--- config.mk ---
export PLATFORM = sky130hd
export DESIGN_NAME = seven_segment_scanner
export DESIGN_NICKNAME = d
export VERILOG_FILES = /design/src/rtl/seven_segment_scanner.sv
export SDC_FILE = /design/constraint.sdc
export NUM_CORES = 1
export LEC_CHECK = 0
export BUFFER_PORTS_ARGS = -buffer_cell sky130_fd_sc_hd__buf_2
export CAP_MARGIN = 10
export CORE_AREA = 2 2 58 115
export DETAILED_ROUTE_END_ITERATION = 6
export DIE_AREA = 0 0 60 117
export GPL_TIMING_DRIVEN = 0
export HOLD_SLACK_MARGIN = 0.12
export PLACE_DENSITY = 0.82
export SYNTH_ARGS = -nofsm -noshare
export SYNTH_HDL_FRONTEND = slang
export SYNTH_SLANG_ARGS = --single-unit
--- constraint.sdc ---
create_clock -name clk -period 4.8 [get_ports clk]
set_input_delay 1.44 -clock clk [delete_from_list [all_inputs] [get_ports clk]]
set_output_delay 1.44 -clock clk [all_outputs]
set_load 0.005 [all_outputs]
--- src/rtl/seven_segment_scanner.sv ---
`default_nettype none
// ============================================================================
//  Module      : seven_segment_scanner
//  Description : Time-multiplexed N-digit hex 7-segment driver with per-frame
//                input snapshot, decimal points, leading-zero blanking, PWM
//                brightness, selectable output polarity and frame strobe.
//  Revision    : 1.0 - initial release
// ============================================================================
module seven_segment_scanner #(
    parameter int NUM_DIGITS     = 4,
    parameter int REFRESH_DIV    = 50000,
    parameter int BRIGHT_W       = 3,
    parameter bit SEG_ACTIVE_LOW = 1'b1,
    parameter bit AN_ACTIVE_LOW  = 1'b1
) (
    input  logic                    clk,
    input  logic                    rst,
    input  logic [4*NUM_DIGITS-1:0] number,
    input  logic [NUM_DIGITS-1:0]   dp_in,
    input  logic                    blank_lz,
    input  logic [BRIGHT_W-1:0]     brightness,
    input  logic                    enable,
    output logic [6:0]              seg,
    output logic                    dp,
    output logic [NUM_DIGITS-1:0]   an,
    output logic                    frame_start
);

    localparam int CW = (REFRESH_DIV > 1) ? $clog2(REFRESH_DIV) : 1;
    localparam int IW = (NUM_DIGITS > 1) ? $clog2(NUM_DIGITS) : 1;
    // Wide enough to hold (2**BRIGHT_W) * REFRESH_DIV without truncation.
    localparam int PW = CW + BRIGHT_W + 1;

    localparam logic [CW-1:0] SLOT_LAST = CW'(REFRESH_DIV - 1);
    localparam logic [IW-1:0] IDX_LAST  = IW'(NUM_DIGITS - 1);
    localparam logic [PW-1:0] DIV_W     = PW'(REFRESH_DIV);

    logic [CW-1:0]           slot_cnt;
    logic [IW-1:0]           idx;
    logic [4*NUM_DIGITS-1:0] snap_number;
    logic [NUM_DIGITS-1:0]   snap_dp;
    logic                    snap_blank;
    logic                    load_pending;

    logic                    load;
    logic [PW-1:0]           pwm_lhs;
    logic [PW-1:0]           pwm_rhs;
    logic                    anode_on;
    logic [NUM_DIGITS-1:0]   lead_zero;
    logic [3:0]              cur_digit;
    logic                    cur_dp;
    logic                    cur_blank;
    logic [6:0]              seg_on;
    logic [NUM_DIGITS-1:0]   an_on;

    // Active-high gfedcba pattern for one hex nibble.
    function automatic logic [6:0] hex_decode(input logic [3:0] h);
        logic [6:0] s;
        case (h)
            4'h0: s = 7'h3F;
            4'h1: s = 7'h06;
            4'h2: s = 7'h5B;
            4'h3: s = 7'h4F;
            4'h4: s = 7'h66;
            4'h5: s = 7'h6D;
            4'h6: s = 7'h7D;
            4'h7: s = 7'h07;
            4'h8: s = 7'h7F;
            4'h9: s = 7'h6F;
            4'hA: s = 7'h77;
            4'hB: s = 7'h7C;
            4'hC: s = 7'h39;
            4'hD: s = 7'h5E;
            4'hE: s = 7'h79;
            default: s = 7'h71;
        endcase
        return s;
    endfunction

    // Snapshot at the very end of a frame (last cycle of last digit) or right after reset.
    assign load = load_pending || ((slot_cnt == SLOT_LAST) && (idx == IDX_LAST));

    // Slot counter, digit index and the tear-free input snapshot.
    always_ff @(posedge clk) begin
        if (!rst) begin
            slot_cnt     <= '0;
            idx          <= '0;
            snap_number  <= '0;
            snap_dp      <= '0;
            snap_blank   <= 1'b0;
            load_pending <= 1'b1;
        end else begin
            if (slot_cnt == SLOT_LAST) begin
                slot_cnt <= '0;
                idx      <= (idx == IDX_LAST) ? '0 : idx + 1'b1;
            end else begin
                slot_cnt <= slot_cnt + 1'b1;
            end
            if (load) begin
                snap_number  <= number;
                snap_dp      <= dp_in;
                snap_blank   <= blank_lz;
                load_pending <= 1'b0;
            end
        end
    end

    // lead_zero[i] = snapshot digits NUM_DIGITS-1 down to i are all zero.
    always_comb begin
        logic zero_run;
        zero_run  = 1'b1;
        lead_zero = '0;
        for (int i = NUM_DIGITS - 1; i >= 0; i--) begin
            zero_run     = zero_run && (snap_number[4*i +: 4] == 4'h0);
            lead_zero[i] = zero_run;
        end
    end

    // Pick the currently scanned digit and decide blanking, PWM gating and patterns.
    always_comb begin
        cur_digit = 4'h0;
        cur_dp    = 1'b0;
        cur_blank = 1'b0;
        for (int i = 0; i < NUM_DIGITS; i++) begin
            if (idx == IW'(i)) begin
                cur_digit = snap_number[4*i +: 4];
                cur_dp    = snap_dp[i];
                cur_blank = snap_blank && (i != 0) && lead_zero[i];
            end
        end
        // Duty = (brightness+1)/2**BRIGHT_W of each slot, scaled onto slot_cnt.
        pwm_lhs  = PW'(slot_cnt) << BRIGHT_W;
        pwm_rhs  = (PW'(brightness) + PW'(1)) * DIV_W;
        anode_on = enable && (pwm_lhs < pwm_rhs);
        an_on    = anode_on ? (NUM_DIGITS'(1) << idx) : '0;
        seg_on   = (anode_on && !cur_blank) ? hex_decode(cur_digit) : 7'h00;
    end

    // Registered outputs with polarity applied; a dark anode also darkens seg/dp.
    always_ff @(posedge clk) begin
        if (!rst) begin
            seg         <= {7{SEG_ACTIVE_LOW}};
            dp          <= SEG_ACTIVE_LOW;
            an          <= {NUM_DIGITS{AN_ACTIVE_LOW}};
            frame_start <= 1'b0;
        end else begin
            seg         <= seg_on ^ {7{SEG_ACTIVE_LOW}};
            dp          <= (anode_on && cur_dp) ^ SEG_ACTIVE_LOW;
            an          <= an_on ^ {NUM_DIGITS{AN_ACTIVE_LOW}};
            frame_start <= load;
        end
    end

endmodule
`default_nettype wire

* Yosys cells after proc, flatten, opt, wreduce, memory -nomap -nowiden
Memory sizes are Yosys's and may differ from the RTL's.
Cells that the tools add are included.
** Cells by class
- Equal/unequal tests :: 4
- Bitwise gates (word level) :: 4
- Muxes and demuxes :: 14
- Shift operators :: 1
- Add/sub/neg operators :: 3
- $mul :: 1
- Order comparisons :: 1
- Reduce and logical (&&, ||, !) cells :: 16
** Operators by type and width (number)
- < comparator 19 x 20 -> 1 bit :: 1
- 2-to-1 mux 4 bit :: 5
- adder 16 x 1 -> 16 bit (second input constant) :: 1
- equality test 16 bit (second input constant) :: 1
- multiplier 4 x 12 -> 16 bit (second input constant) :: 1
- zero test 4 bit :: 3
- logical AND 1 bit :: 9
- 2-to-1 mux 1 bit :: 7
- 2-to-1 mux 7 bit :: 1
- inverter 7 bit :: 1
- adder 3 x 1 -> 4 bit (second input constant) :: 1
- equality test 2 bit (second input constant) :: 2
- inverter 4 bit :: 1
- << shifter 1 x 2 -> 4 bit (first input constant) :: 1
- adder 2 x 1 -> 2 bit (second input constant) :: 1
- equality test 2 x 1 -> 1 bit (second input constant) :: 1
- zero test 2 bit :: 1
- 2-to-1 mux 2 bit :: 1
- inverter 1 bit :: 2
- OR reduction 2 bit :: 1
- zero test 1 bit :: 1
- logical OR 1 bit :: 1
** Storage, ports and cells
- Output and inout port bits :: 13
- Register bits after elaboration :: 53
- ROM bits :: 112
- Input bits :: 27
- Memories :: 1
- Logic and storage cells :: 55
** Memories
- (name not given) :: depth 16, width 7, rd ports 1, clocked after Yosys merged registers in 0, wr ports 0, line 59 : case (h)

* Logic depth before layout (Yosys ltp)
- Depth after elaboration :: 11
- Depth in mapped cells :: 20
- Depth with buffers taken out :: 19

* Worst setup path after synthesis
Ideal clock, no wire load.
- Path kind :: input to register
- From :: input port brightness[0]
- To :: register seg[3]
- Buffers on the path :: 1
- Stages on the path :: 19
- Setup slack :: -0.305 ns
- Library setup time :: 0.126 ns
- Data arrival time :: 4.979 ns
- Path through :: inv_1 ha_1 ha_1 xnor2_1 ha_1 a21o_1 ha_1 a21oi_1 nor2b_1 o31a_1 or2_2 a21oi_1 xor2_1 ha_1 a21o_1 a211o_1 o32ai_2 buf_2 nand3b_1
** Between the ends
- Cells in the longest elaborated chain, start to end :: 7
** RTL lines
- from (decl) :: line 21 : input logic [BRIGHT_W-1:0] brightness,
- adder 3 x 1 -> 4 bit :: line 133 : pwm_rhs = (PW'(brightness) + PW'(1)) * DIV_W;
- multiplier 4 x 12 -> 16 bit :: line 133
- < comparator 19 x 20 -> 1 bit :: line 134 : anode_on = enable && (pwm_lhs < pwm_rhs);
- logical AND 1 bit :: line 134
- logical AND 1 bit :: line 136 : seg_on = (anode_on && !cur_blank) ? hex_decode(cur_digit) : 7'h00;
- 2-to-1 mux 7 bit :: line 136
- inverter 7 bit (no source line)
- to (signal assigned) :: line 142 : seg <= {7{SEG_ACTIVE_LOW}};
- to (signal assigned) :: line 147 : seg <= seg_on ^ {7{SEG_ACTIVE_LOW}};
- to (decl) :: line 23 : output logic [6:0] seg,
Every way passes these cells.
A chain may end at the register's enable or synchronous reset.

* Worst setup path in the final report
- From :: input port brightness[0]
- To :: register an[3]
** Between the ends
- Cells in the longest elaborated chain, start to end :: 6
** RTL lines
- adder 3 x 1 -> 4 bit :: line 133
- multiplier 4 x 12 -> 16 bit :: line 133
- < comparator 19 x 20 -> 1 bit :: line 134
- logical AND 1 bit :: line 134
- 2-to-1 mux 4 bit :: line 135 : an_on = anode_on ? (NUM_DIGITS'(1) << idx) : '0;
- inverter 4 bit (no source line)
- to (signal assigned) :: line 144 : an <= {NUM_DIGITS{AN_ACTIVE_LOW}};
- to (signal assigned) :: line 149 : an <= an_on ^ {NUM_DIGITS{AN_ACTIVE_LOW}};
- to (decl) :: line 25 : output logic [NUM_DIGITS-1:0] an,
Every way passes these cells.

==> results.json <==
{
  "outcome": "complete, no violations",
  "numCtsBuffers": 5,
  "layout.cells.non_filler": 492,
  "min_period_over_period_pct": 99.14,
  "syn_nets": 420,
  "place_ws_ns": -0.6422,
  "synth-adder-area-share_pct": 16.42,
  "ios": 40,
  "worstPathArrival_ns": 4.94,
  "grt_setup_unrepaired": "true",
  "synth_top_area_share_pct": 33.15,
  "ant_nets": 0,
  "wl_per_cell_um": 13.01,
  "core_area_mm2": 0.006207,
  "endpoint_kind": "flop",
  "vias": 2582,
  "fp-row-count": 41,
  "hold_start": "slot_cnt[0]",
  "first_iter_violations": 71,
  "most-common-layout-cells": "dfxtp_1 (53), nor2_1 (45), buf_2 (41)",
  "htreeDepth": 2,
  "path_max_fanout": 5,
  "synth-seq-cells": 53,
  "async_flop_share_pct": 0,
  "drc": 0,
  "synth_warnings": 0,
  "path_delay_family": "compound AO/OA/AOI/OAI gates",
  "die_width_um": 60,
  "syn_inst": 351,
  "cts_tree": "yes",
  "startpoint": "brightness[0]",
  "drive_above_1_share_pct": 24.38,
  "clkPwrFrac_pct": 33.5,
  "min_to": "slot_cnt[0]",
  "required_ns": 4.98,
  "crit_slowest_cell": "ha_1",
  "cts_buffer_depth": 2,
  "antenna_cells": 0,
  "synthFlopType": "dfxtp_1",
  "dp_hpwl_um": 4839,
  "die_h_um": 117,
  "slew_headroom_pct": 68.89,
  "grt-ovfl-total": 0,
  "synthMuxAreaShare_pct": 8.913,
  "cts_sinks": 53,
  "via_per_inst": 5.248,
  "reg2reg_slack_ns": 2.01,
  "syn_area_per_cell_um2": 9.118,
  "grt_pass1_vias": 2421,
  "synth_top_cell_by_area": "dfxtp_1",
  "grt_pass1_wl_um": 10720,
  "dr.pass1.iters": 4,
  "antenna_found_initial": 0,
  "grt_usage_pct": 19.59,
  "finalCriticalPeriod_ns": 4.759,
  "synth_top_family_by_area": "simple AND/OR/NAND/NOR gates",
  "swShare_pct": 27.40,
  "finalSetupTns_ns": 0,
  "synth-compound-area-share_pct": 10.91,
  "drv_cap": 0,
  "crit_cells": 22,
  "ys_seq_area_share_pct": 33.15,
  "setup_viol": 0,
  "layout.nets": 474,
  "gp_congestion": 0.8902,
  "rr_endpoint": "seg[3]",
  "clock_skew_ns": 0.006928,
  "port_buffers": 39,
  "combPwrFrac_pct": 22.6,
  "clk_latency_ns": 0.29,
  "synth.distinct_cells": 51,
  "yosys.area_share.xor_xnor_pct": 7.662,
  "clkTransAtPathRegs_ns": 0.07,
  "fill_cells": 530,
  "syn-cell-area_mm2": 0.003201,
  "final_common_cell": "dfxtp_1",
  "hold_class": "flop to flop",
  "seq_power_share_pct": 43.9,
  "drv_slew": 0,
  "ctsHoldBuffers": 0,
  "critPathMostFrequentCell": "a21oi_2",
  "crit_path_cell_trace": "buf_12 -> clkinvlp_4 -> ha_4 -> ha_4 -> xnor2_2 -> ha_2 -> a21o_1 -> ha_4 -> a21oi_2 -> nor2b_2 -> o31a_1 -> or2_4 -> buf_6 -> xnor2_1 -> ha_1 -> a21oi_2 -> o21ai_2 -> a21oi_2 -> a21oi_2 -> o32ai_4 -> buf_2 -> nand2_1",
  "critPathBufInv": 4,
  "worstSetupPathType": "input pin to flop",
  "root_buffer": "clkbuf_16",
  "ir_drop_uv": 318.9,
  "routed_wl_um": 6399,
  "finalPower_uw": 1070,
  "synth_edf_count": 0,
  "hold_violations": 0,
  "synth-simple-area-share_pct": 17.44,
  "die-area_mm2": 0.007020,
  "power.switching_uw": 293.2,
  "reg2reg_from": "idx[0]",
  "intPower_uw": 776.8,
  "syn2layout_area_growth_pct": 21.77,
  "max_stage_delay_ns": 0.33,
  "worst_pin_slew_ns": 0.4667,
  "start_util_pct": 51.56,
  "fin_ws_ns": 0.04147,
  "fmax_ghz": 0.2101,
  "r2r_cells": 10,
  "whs_path_depth": 1,
  "leakagePower_uw": 0.001720,
  "grt_max_degree": 19,
  "p_per_area_mw_per_mm2": 274.5,
  "placedCellCount": 476,
  "synth_area_leaders": "dfxtp_1 (33%), ha_1 (16%), mux2i_1 (7.5%)",
  "crit_path_start_kind": "input pin"
}
-- power by group through the flow --
| stage | Clock, uW | Sequential, uW | Combinational [uW] |
|---|---|---|---|
| after global routing | 389 | 471 | 270 |
| after floorplan | 0 | 478 | 160 |
| after detailed placement | 0 | 479 | 212 |
| after CTS | 367 | 469 | 232 |
| final | 358 | 470 | 242 |
| after global placement | 0 | 479 | 207 |
-- area by class of cell --
type / instances / area [um2] / share of cell area [%]
Timing Repair Buffer: 47 / 281.5 / 7.223
Sequential cell: 53 / 1061 / 27.22
Clock inverter: 3 / 25.02 / 0.6421
Inverter: 20 / 78.83 / 2.022
Buffer: 12 / 107.6 / 2.761
Multi-Input combinational cell: 266 / 2111 / 54.16
Clock buffer: 5 / 125.1 / 3.210
Tap cell: 86 / 107.6 / 2.761
-- cell families (layout without fill, tap and decap cells) --
family | count (synthesis) | in the layout
DFF | 53 | 53
xor gates and xnor gates | 28 | 28
AOI/OAI and AO/OA | 55 | 55
and+or+nand+nor | 114 | 114
buffers and inverters | 32 | 87
muxes | 27 | 27
adders and majority gates | 42 | 42
-- metrics by stage --
step	area, um2	hold slack, ns	utilization, %
finish	3897	0.4732	62.79
global route	3897	0.4980	62.79
CTS	3829	0.4719	61.68
detailed placement	3563	0.4563	57.41
global placement	3563	0.4440	57.41
floorplan	3261	0.4295	-
-- worst register-to-register path, cell delays in order (launching register included) --
cell and delay, ns:
dfxtp_1 0.42, inv_1 0.09, ha_1 0.24, buf_2 0.20, a21oi_1 0.12, o21ai_0 0.12, a22oi_1 0.37, inv_1 0.15
ha_1 0.29, mux4_2 0.50, nand3b_1 0.17
-- flip-flops by register name (all words and copies together), names as in the netlist --
name and flops:
slot_cnt 16, snap_number 16, idx 2, snap_dp 4, dp 1, an 4
seg 7, frame_start 1, snap_blank 1, load_pending 1
-- synthesized netlist by cell type (2+ instances only) --
| cell type | count |
|---|---|
| a21o_1 | 2 |
| a21oi_1 | 23 |
| a22oi_1 | 4 |
| and2_1 | 2 |
| and3_1 | 4 |
| buf_12 | 2 |
| buf_2 | 4 |
| buf_6 | 2 |
| clkbuf_1 | 3 |
| dfxtp_1 | 53 |
| ha_1 | 42 |
| inv_1 | 19 |
| mux2_2 | 2 |
| mux2i_1 | 24 |
| nand2_1 | 23 |
| nand3_1 | 13 |
| nand3b_1 | 3 |
| nand4_1 | 5 |
| nor2_1 | 46 |
| nor2b_1 | 2 |
| nor3_1 | 4 |
| nor4_1 | 2 |
| nor4b_2 | 2 |
| o21ai_0 | 10 |
| o221ai_1 | 2 |
| or2_2 | 2 |
| xnor2_1 | 15 |
| xor2_1 | 13 |
-- how the worst max path moves through the flow --
stage	end	slack (ns)
final	an[3]	0.04
after global routing	an[3]	-0.08
after CTS	an[3]	-0.07
after detailed placement	seg[5]	-0.64
after global placement	seg[5]	-0.56
after floorplan	seg[3]	0.01
-- metal layers --
metal	share of wire (%)	track usage (%)	up-vias	wire length [um]
li1	-	-	1329	-
met1	46	26.42	1194	2965
met2	49	31.88	53	3105
met3	3.8	3.297	6	245
met4	1.3	5.481	0	82
met5	0	0	-	0
-- timing repair --
item / 4_1_cts / 5_1_grt
pin swaps: 12 / 13
resized for setup: 14 / 17
endpoints found under the setup margin: 12 / 12
buffers inserted: 6 / 1
cloned: 1 / 0
No activity file was read; power rests on OpenSTA's default activity.
